<file path="src/rtl/vrb_pkg.sv">
// vrb_pkg: shared types and constants for the VRB master arbiter.
//   vrb_arb_state_e   arbiter state (idle / one transaction outstanding)
//   vrb_idx_w()       grant index width for a given master count, minimum 1 bit
//   VRB_TO_CYCLES_DEF default watchdog limit
package vrb_pkg;

   typedef enum logic {
      VRB_ARB_IDLE = 1'b0,
      VRB_ARB_BUSY = 1'b1
   } vrb_arb_state_e;

   localparam int unsigned VRB_IDX_W_MIN     = 1;
   localparam int unsigned VRB_TO_CYCLES_DEF = 255;

   // $clog2(1) is 0, which would give a zero-width index.
   function automatic int unsigned vrb_idx_w(input int unsigned n);
      int unsigned w;
      w = $clog2(n);
      return (w < VRB_IDX_W_MIN) ? VRB_IDX_W_MIN : w;
   endfunction

endpackage

</file>
<file path="src/rtl/rr_pick.sv">
// rr_pick: combinational round-robin picker.
//   req   request vector, one bit per master
//   ptr   index of the last granted master; search starts at (ptr+1) mod NM
//   grant one-hot grant (all zero when nothing requests)
//   idx   index of the granted master
//   any   at least one request present
module rr_pick
   import vrb_pkg::*;
#(
   parameter int unsigned NM = 2,
   parameter int unsigned IW = vrb_idx_w(NM)
) (
   input  logic [NM-1:0] req,
   input  logic [IW-1:0] ptr,
   output logic [NM-1:0] grant,
   output logic [IW-1:0] idx,
   output logic          any
);

   always_comb begin
      int unsigned start;
      grant = '0;
      idx   = '0;
      any   = 1'b0;
      start = (32'(ptr) + 1) % NM;
      for (int unsigned i = 0; i < NM; i++) begin
         int unsigned k;
         k = (start + i) % NM;
         if (!any && req[k]) begin
            any      = 1'b1;
            grant[k] = 1'b1;
            idx      = IW'(k);
         end
      end
   end

endmodule

</file>
<file path="src/rtl/vrb_arbiter.sv">
// vrb_arbiter: shares one VRB slave port between NM masters with round-robin
// grant and at most one outstanding transaction; responses return to the
// master that issued the command.
//
// Ports:
//   clk, rst_n        clock, asynchronous active-low reset
//   i_m_cmd_*         per-master command (valid/addr/read/wdata/wmask), packed by master
//   o_m_cmd_ready     one-hot command accept
//   o_m_rsp_valid     one-hot response strobe for the owning master
//   o_m_rsp_err/rdata shared response error / read data
//   o_s_cmd_*         command towards the slave
//   i_s_rsp_*         response from the slave
//   o_busy            a transaction is outstanding
//
// Build option: define VRB_ARB_TIMEOUT_EN to add a watchdog that answers with an
// error response after TO_CYCLES silent BUSY cycles. Without it BUSY waits forever.
module vrb_arbiter
   import vrb_pkg::*;
#(
   parameter int unsigned NM        = 2,
   parameter int unsigned AW        = 32,
   parameter int unsigned DW        = 32,
   parameter int unsigned TO_CYCLES = VRB_TO_CYCLES_DEF
) (
   input  logic                 clk,
   input  logic                 rst_n,
   input  logic [NM-1:0]        i_m_cmd_valid,
   input  logic [NM*AW-1:0]     i_m_cmd_addr,
   input  logic [NM-1:0]        i_m_cmd_read,
   input  logic [NM*DW-1:0]     i_m_cmd_wdata,
   input  logic [NM*DW/8-1:0]   i_m_cmd_wmask,
   output logic [NM-1:0]        o_m_cmd_ready,
   output logic [NM-1:0]        o_m_rsp_valid,
   output logic                 o_m_rsp_err,
   output logic [DW-1:0]        o_m_rsp_rdata,
   output logic                 o_s_cmd_valid,
   output logic [AW-1:0]        o_s_cmd_addr,
   output logic                 o_s_cmd_read,
   output logic [DW-1:0]        o_s_cmd_wdata,
   output logic [DW/8-1:0]      o_s_cmd_wmask,
   input  logic                 i_s_rsp_valid,
   input  logic                 i_s_rsp_err,
   input  logic [DW-1:0]        i_s_rsp_rdata,
   output logic                 o_busy
);

   localparam int unsigned IW = vrb_idx_w(NM);
   localparam int unsigned MW = DW / 8;

   vrb_arb_state_e state_q, state_d;
   logic [IW-1:0]  owner_q, owner_d;
   logic [IW-1:0]  last_q, last_d;

   logic [NM-1:0]  pick_oh;
   logic [IW-1:0]  pick_idx;
   logic           pick_any;
   logic           accept;
   logic           timeout;
   logic [NM-1:0]  owner_oh;

   rr_pick #(
      .NM (NM),
      .IW (IW)
   ) u_rr_pick (
      .req   (i_m_cmd_valid),
      .ptr   (last_q),
      .grant (pick_oh),
      .idx   (pick_idx),
      .any   (pick_any)
   );

   assign accept   = (state_q == VRB_ARB_IDLE) && pick_any;
   assign owner_oh = NM'(1) << owner_q;

`ifdef VRB_ARB_TIMEOUT_EN
   localparam int unsigned CW = 16;

   logic [CW-1:0] to_cnt_q, to_cnt_d;

   // Fires on the TO_CYCLES-th BUSY cycle without a response; a real response
   // in the same cycle takes precedence.
   assign timeout = (state_q == VRB_ARB_BUSY) && !i_s_rsp_valid &&
                    (to_cnt_q == CW'(TO_CYCLES - 1));

   always_comb begin
      to_cnt_d = to_cnt_q;
      if (accept) begin
         to_cnt_d = '0;
      end else if ((state_q == VRB_ARB_BUSY) && !i_s_rsp_valid) begin
         to_cnt_d = to_cnt_q + CW'(1);
      end
   end

   always_ff @(posedge clk or negedge rst_n) begin
      if (!rst_n) begin
         to_cnt_q <= '0;
      end else begin
         to_cnt_q <= to_cnt_d;
      end
   end
`else
   logic unused_to_cycles;
   assign unused_to_cycles = ^TO_CYCLES;
   assign timeout          = 1'b0;
`endif

   // State register
   always_ff @(posedge clk or negedge rst_n) begin
      if (!rst_n) begin
         state_q <= VRB_ARB_IDLE;
         owner_q <= '0;
         last_q  <= IW'(NM - 1);
      end else begin
         state_q <= state_d;
         owner_q <= owner_d;
         last_q  <= last_d;
      end
   end

   // Next-state logic
   always_comb begin
      state_d = state_q;
      owner_d = owner_q;
      last_d  = last_q;
      unique case (state_q)
         VRB_ARB_IDLE: begin
            if (pick_any) begin
               state_d = VRB_ARB_BUSY;
               owner_d = pick_idx;
               last_d  = pick_idx;
            end
         end
         VRB_ARB_BUSY: begin
            if (i_s_rsp_valid || timeout) begin
               state_d = VRB_ARB_IDLE;
            end
         end
         default: state_d = VRB_ARB_IDLE;
      endcase
   end

   // Outputs; slave-side fields are zero when no command is presented, and a
   // response seen in IDLE is spurious and dropped.
   always_comb begin
      o_m_cmd_ready = '0;
      o_m_rsp_valid = '0;
      o_m_rsp_err   = 1'b0;
      o_m_rsp_rdata = '0;
      o_s_cmd_valid = 1'b0;
      o_s_cmd_addr  = '0;
      o_s_cmd_read  = 1'b0;
      o_s_cmd_wdata = '0;
      o_s_cmd_wmask = '0;
      if (accept) begin
         o_m_cmd_ready = pick_oh;
         o_s_cmd_valid = 1'b1;
         o_s_cmd_addr  = i_m_cmd_addr[32'(pick_idx)*AW +: AW];
         o_s_cmd_read  = i_m_cmd_read[pick_idx];
         o_s_cmd_wdata = i_m_cmd_wdata[32'(pick_idx)*DW +: DW];
         o_s_cmd_wmask = i_m_cmd_wmask[32'(pick_idx)*MW +: MW];
      end
      if (state_q == VRB_ARB_BUSY) begin
         if (i_s_rsp_valid) begin
            o_m_rsp_valid = owner_oh;
            o_m_rsp_err   = i_s_rsp_err;
            o_m_rsp_rdata = i_s_rsp_rdata;
         end else if (timeout) begin
            o_m_rsp_valid = owner_oh;
            o_m_rsp_err   = 1'b1;
         end
      end
   end

   assign o_busy = (state_q == VRB_ARB_BUSY);

endmodule

</file>
<file path="config.mk">
export PLATFORM = sky130hd
export DESIGN_NAME = vrb_arbiter
export DESIGN_NICKNAME = d
export VERILOG_FILES = /design/src/rtl/vrb_pkg.sv /design/src/rtl/rr_pick.sv /design/src/rtl/vrb_arbiter.sv
export SDC_FILE = /design/constraint.sdc
export NUM_CORES = 1
export LEC_CHECK = 0
export ABC_AREA = 0
export CELL_PAD_IN_SITES_DETAIL_PLACEMENT = 1
export CELL_PAD_IN_SITES_GLOBAL_PLACEMENT = 1
export CORE_AREA = 4 4 108 110
export DETAILED_ROUTE_END_ITERATION = 16
export DIE_AREA = 0 0 112 114
export DONT_BUFFER_PORTS = 1
export PLACE_DENSITY = 0.52
export SLEW_MARGIN = 20
export SYNTH_ARGS = -nofsm -noshare
export SYNTH_HDL_FRONTEND = slang
export SYNTH_SLANG_ARGS = --single-unit
</file>
<file path="constraint.sdc">
create_clock -name clk -period 2.9 [get_ports clk]
set_input_delay 0.29 -clock clk [delete_from_list [all_inputs] [get_ports clk]]
set_output_delay 0.29 -clock clk [all_outputs]
set_load 0.05 [all_outputs]
</file>
* Word level (Yosys, flattened, before mapping)
Cells that the tools add are included.
** Operators by class
- $add $sub $neg :: 2
- Magnitude comparators :: 5
- Shifts and indexed selects :: 4
- Mux-type cells :: 31
- Bitwise operators :: 2
- Reductions and logical operators :: 6
** Operators with widths (count)
- two-way mux 32 bit :: 4
- indexed part select 64 x 7 -> 32 bit :: 2
- two-way mux 1 bit :: 18
- two-way mux 2 bit :: 5
- indexed part select 8 x 4 -> 4 bit :: 1
- < comparator 1 x 2 -> 1 bit, second input constant :: 3
- logical AND 1 bit :: 4
- two-way mux 4 bit :: 1
- adder 1 bit, second input constant :: 2
- demux 1 bit (select 1 bit) :: 2
- greater-or-equal comparator 1 bit, second input constant :: 2
- bitwise OR 2 bit :: 1
- one-hot mux 1 bit (2 select lines) :: 1
- AND reduction 2 bit :: 1
- left shift 1 x 1 -> 2 bit, first input constant :: 1
- zero test 1 bit :: 1
- inverter 1 bit :: 1
** Word-level totals
- Bits in registers :: 3
- Word-level logic and storage cells :: 53

* Depth between registers and ports, before layout
- Depth in word-level cells :: 10
- Mapped depth :: 4
- Gate-level depth less buffers :: 2

* Hierarchy
From an unflattened synthesis, not the netlist that was laid out.
** Unflattened totals
- Cell total of the unflattened synthesis :: 212
- Area, all modules :: 1473.9 µm²
** Modules (own cells, without submodules)
- vrb_arbiter :: instances 1, cells an instance 207, area an instance 1441.4 µm²
- rr_pick :: instances 1, cells an instance 5, area an instance 32.5 µm²

* Least setup slack after synthesis
No wires, ideal clock.
- Kind :: reg-to-output
- Start point :: reg state_q, in the netlist o_busy
- End point :: out o_s_cmd_addr[31]
- Arrival time :: 2179 ps
- Required time :: 2610 ps
- Setup slack :: 431 ps
- Stages on the path, launching flop included :: 4
- Path buffers :: 1
- Cells stage by stage :: dfrtp_1 -> clkbuf_1 -> nand2b_1 -> o32ai_1
** Between the ends
- Longest elaborated chain between the ends :: 3
** RTL lines
- start, declared :: line vrb_arbiter.sv:50 : vrb_arb_state_e state_q, state_d;
- start signal, assigned :: line vrb_arbiter.sv:114 : state_q <= state_d;
- inverter 1 bit (no source line)
- logical AND 1 bit :: line vrb_arbiter.sv:72 : assign accept = (state_q == VRB_ARB_IDLE) && pick_any;
- two-way mux 32 bit :: line vrb_arbiter.sv:154 : if (accept) begin
- end, declared :: line vrb_arbiter.sv:37 : output logic [AW-1:0] o_s_cmd_addr,
No other way between the ends.

* Final worst setup path
- Start point :: reg last_q
- End point :: out o_s_cmd_wdata[15]
** Between the ends
- Longest elaborated chain between the ends :: 9
- Elaborated cells between the ends (all ways) :: 15
- Those cells by class :: add/sub: 2; shift: 1; mux: 9; reduce/logical: 3
** RTL lines
- start, declared :: line vrb_arbiter.sv:52 : logic [IW-1:0] last_q, last_d;
- start signal, assigned :: line vrb_arbiter.sv:112 : last_q <= IW'(NM - 1);
- start signal, assigned :: line vrb_arbiter.sv:116 : last_q <= last_d;
- adder 1 bit * :: line rr_pick.sv:25 : start = (32'(ptr) + 1) % NM;
- two-way mux 1 bit (implied by the code) (2 in series) :: line rr_pick.sv:29 : if (!any && req[k]) begin
- two-way mux 1 bit :: line rr_pick.sv:29
- zero test 1 bit :: line rr_pick.sv:29
- logical AND 1 bit :: line rr_pick.sv:29
- two-way mux 1 bit :: line rr_pick.sv:29
- indexed part select 64 x 7 -> 32 bit or logical AND 1 bit (tied branches) :: line vrb_arbiter.sv:159, vrb_arbiter.sv:72
- two-way mux 32 bit * :: line vrb_arbiter.sv:154
- end, declared :: line vrb_arbiter.sv:39 : output logic [DW-1:0] o_s_cmd_wdata,
Mark *: on every way between the ends. The rest lies on a longest branch, timed or not. The select of a mux whose other input is x is not followed.

==> impl_results.md <==
- Pleak: 1.19 nW
- Critical Path Max Stage Delay: 690 ps
- Cell mode on critical path: buf_4
- Final setup TNS: 0 ps
- Fill count: 1,261
- I/O Pins: 284
- Worst setup SP type: register
- Worst Clk Skew: 5.11 ps
- Pins Over Slew Limit: 0
- Synth warn: 0
- Nets: 519
- Mux contribution to synthesized area: 0.00424
- Comb power frac: 0.835
- Post-synthesis simple-gate area fraction: 0.421
- PortBufs: 0
- Slew headroom: 0.344
- Initial core utilization: 0.248
- Pint: 0.504 mW
- Final hold viol count: 0
- GRT Residual Overflow: 0
- Seq pwr share: 0.071
- Total Wirelength: 10,300 um
- Setup-failing EPs final: 0
- Tot GR Track Use: 0.138
- Die width: 112 um
- Fmax: 391 MHz
- Cts bufs inserted: 3
- Max_cap viols: 0
- Row count: 38
- Crit path max fanout: 43
- Post-Synth XOR/XNOR Area: 0
- Post-synth EDFFs: 0
- # DRC: 0
- Compound-cell area share of the yosys netlist: 0.430
- Register-to-Register Path Depth: 2
- Slowest CP cell: buf_4
- Mean Syn Cell Area: 8.76 sq um
- Die Footprint: 12,800 sq um
- Commonest cells post-synth: nand2b_1, o32ai_2, and3_1
- CTS max path bufs: 2
- Period utilisation layout: 0.882
- First-pass DRT Iterations: 4
- Share of cells above drive strength 1: 0.459
- Drt initial violations: 133
- RSZ-0062 raised after global routing: no
- Slew @ Worst Pin: 979 ps
- Post-synth top area share: 0.417
- Status: finished, final reports clean
- Cell Area, Synth: 2650 sq um
- Routed Antenna Nets: 0
- Detailed-route wire length per cell: 21.4 um
- Syn Nets: 479
- Post-Syn Instances: 303
- Via/cell ratio: 5.40
- CP Capture Type: output port
- CTS tree: yes
- Sw Pwr: 0.833 mW
- Placer Congestion: 0.815
- Crit Path Class: register to output port
- WP depth: 4
- Critical Path RT: 2610 ps
- Cell Pwr Density: 413 nW/um^2
- Hold path depth: 1
- Worst Path Arrival: 2270 ps
- Maximum VDD drop: 0.268 mV
- Critical path buffers and inverters: 2
- Largest net degree at the start of global routing: 97
- Num Clock Sinks: 3
- Post-Synth Adder-Cell Area: 0
- Synth cell types: 20
- Hold slack: 222 ps
- Clock transition at path regs: 30 ps
- Initial antenna violation count: 0
- Cell Chain, Critical Path: nor2b_4 -> buf_4 -> o32ai_2 -> buf_4
- P&R area growth vs syn: 22.1%
- Vias in the first global route: 2,775
- Antenna Cells: 0
- Clk_lat worst skew: 220 ps
- Post-CTS Setup Bufs: 0
- Core area: 10,700 sq um
- Total number of vias: 2,601
- Root buf cell: clkbuf_8
- Max H-tree Level: 1
- Synth Flop Type: dfrtp_1
- Top cell type by total area after synthesis: o32ai_2
- Die Y: 114 um
- Shortest period the worst path allows: 2560 ps
- Switching portion of total power: 0.623
- First-pass GRT wire length: 14,600 um
- HPWL after DPL: 7970 um
- Worst Hold Class: primary input to register
- Sequential area share after synthesis: 0.0288
- CP top delay family: buffers and inverters
- Most frequent cell after synthesis: nand2b_1
- Post-layout util: 0.303
- FFs w/ async S/R, synth: 1.00
- Post-cts resize count: 0
- Clock share of power: 0.094
- Synthesized flop and latch total: 3
- Synth top area cells: o32ai_2, nand2b_1, and3_1
- Largest family of logic cells by synthesized area: compound AO/OA/AOI/OAI gates
[kinds of logic (layout without fill, tap and decap cells)]
family                 Yosys count  count (layout)
and+or+nand+nor                181             182
AOI/OAI and AO/OA               72              72
buffers and inverters           46              84
DFF                              3               3
muxes                            1               1
[cell usage in the layout, fill, tap and decap left out]
cell           count
nand2b_1         139
buf_4             75
o32ai_2           69
and3_1            34
nor2_1             5
clkbuf_8           3
buf_12             3
clkinv_2           1
nor2b_4            1
a21bo_4            1
nand2_1            1
o31a_1             1
nor2b_1            1
o22a_1             1
mux2_2             1
clkbuf_1           1
nor2b_2            1
dlygate4sd3_1      1
dfstp_2            1
dfrtp_4            1
dfrtp_1            1
[final cells by class]
cell class | instances | area (sq um) | area share
Multi-Input combinational cell | 255 | 2300 | 0.710
Timing Repair Buffer | 79 | 633 | 0.195
Tap cell | 140 | 175 | 0.0541
Sequential cell | 3 | 80.1 | 0.0247
Clock buffer | 4 | 45.0 | 0.0139
Inverter | 1 | 5.00 | 0.00154
[metal layers]
metal,GRT usage,wire length [um]
met1,0.142,3620
met2,0.287,5810
met5,0,0
met4,0.0288,179
met3,0.0255,688
[power groups by stage]
stage / Sequential (mW) / Combinational, mW / Clock, mW
2_1_floorplan: 0.0652 / 0.966 / 0
3_3_place_gp: 0.0898 / 1.10 / 0
3_5_place_dp: 0.0921 / 1.12 / 0
4_1_cts: 0.0914 / 1.13 / 0.129
5_1_grt: 0.102 / 1.17 / 0.136
6_report: 0.0949 / 1.12 / 0.125
[registers in the layout, indices dropped and copies added (netlist names)]
name     flops
last_q       1
owner_q      1
o_busy       1
[final timing paths]
check | from | to | slack, ps
setup / recovery | last_q | o_s_cmd_wdata[15] | 340
max in group asynchronous | rst_n | last_q | 2340
hold reg to reg | owner_q | owner_q | 530
setup reg to reg | last_q | owner_q | 1380
hold / removal | i_m_cmd_valid[1] | o_busy | 220
min in group asynchronous | rst_n | owner_q | 330
[stage by stage]
step                      setup WS (ps)  instance area [sq um]  total power [mW]  instances
after floorplan                     431                   2650              1.03        303
after global placement              310                   3180              1.19        476
after detailed placement            243                   3180              1.21        476
after CTS                         0.638                   3230              1.35        481
after global routing                182                   3240              1.41        482
final                               342                   3240              1.34        482
[worst reg2reg max path, stage by stage (launching register included)]
cell	delay, ps
dfstp_2	400
nor2b_2	780
o22a_1	280
[what timing repair did]
| item | CTS | global route |
|---|---|---|
| setup endpoints to repair | 0 | 43 |
| hold endpoints to repair | 3 | 0 |
| hold buffers | 1 | 0 |
Note: power is estimated with default switching activity, not from simulation.
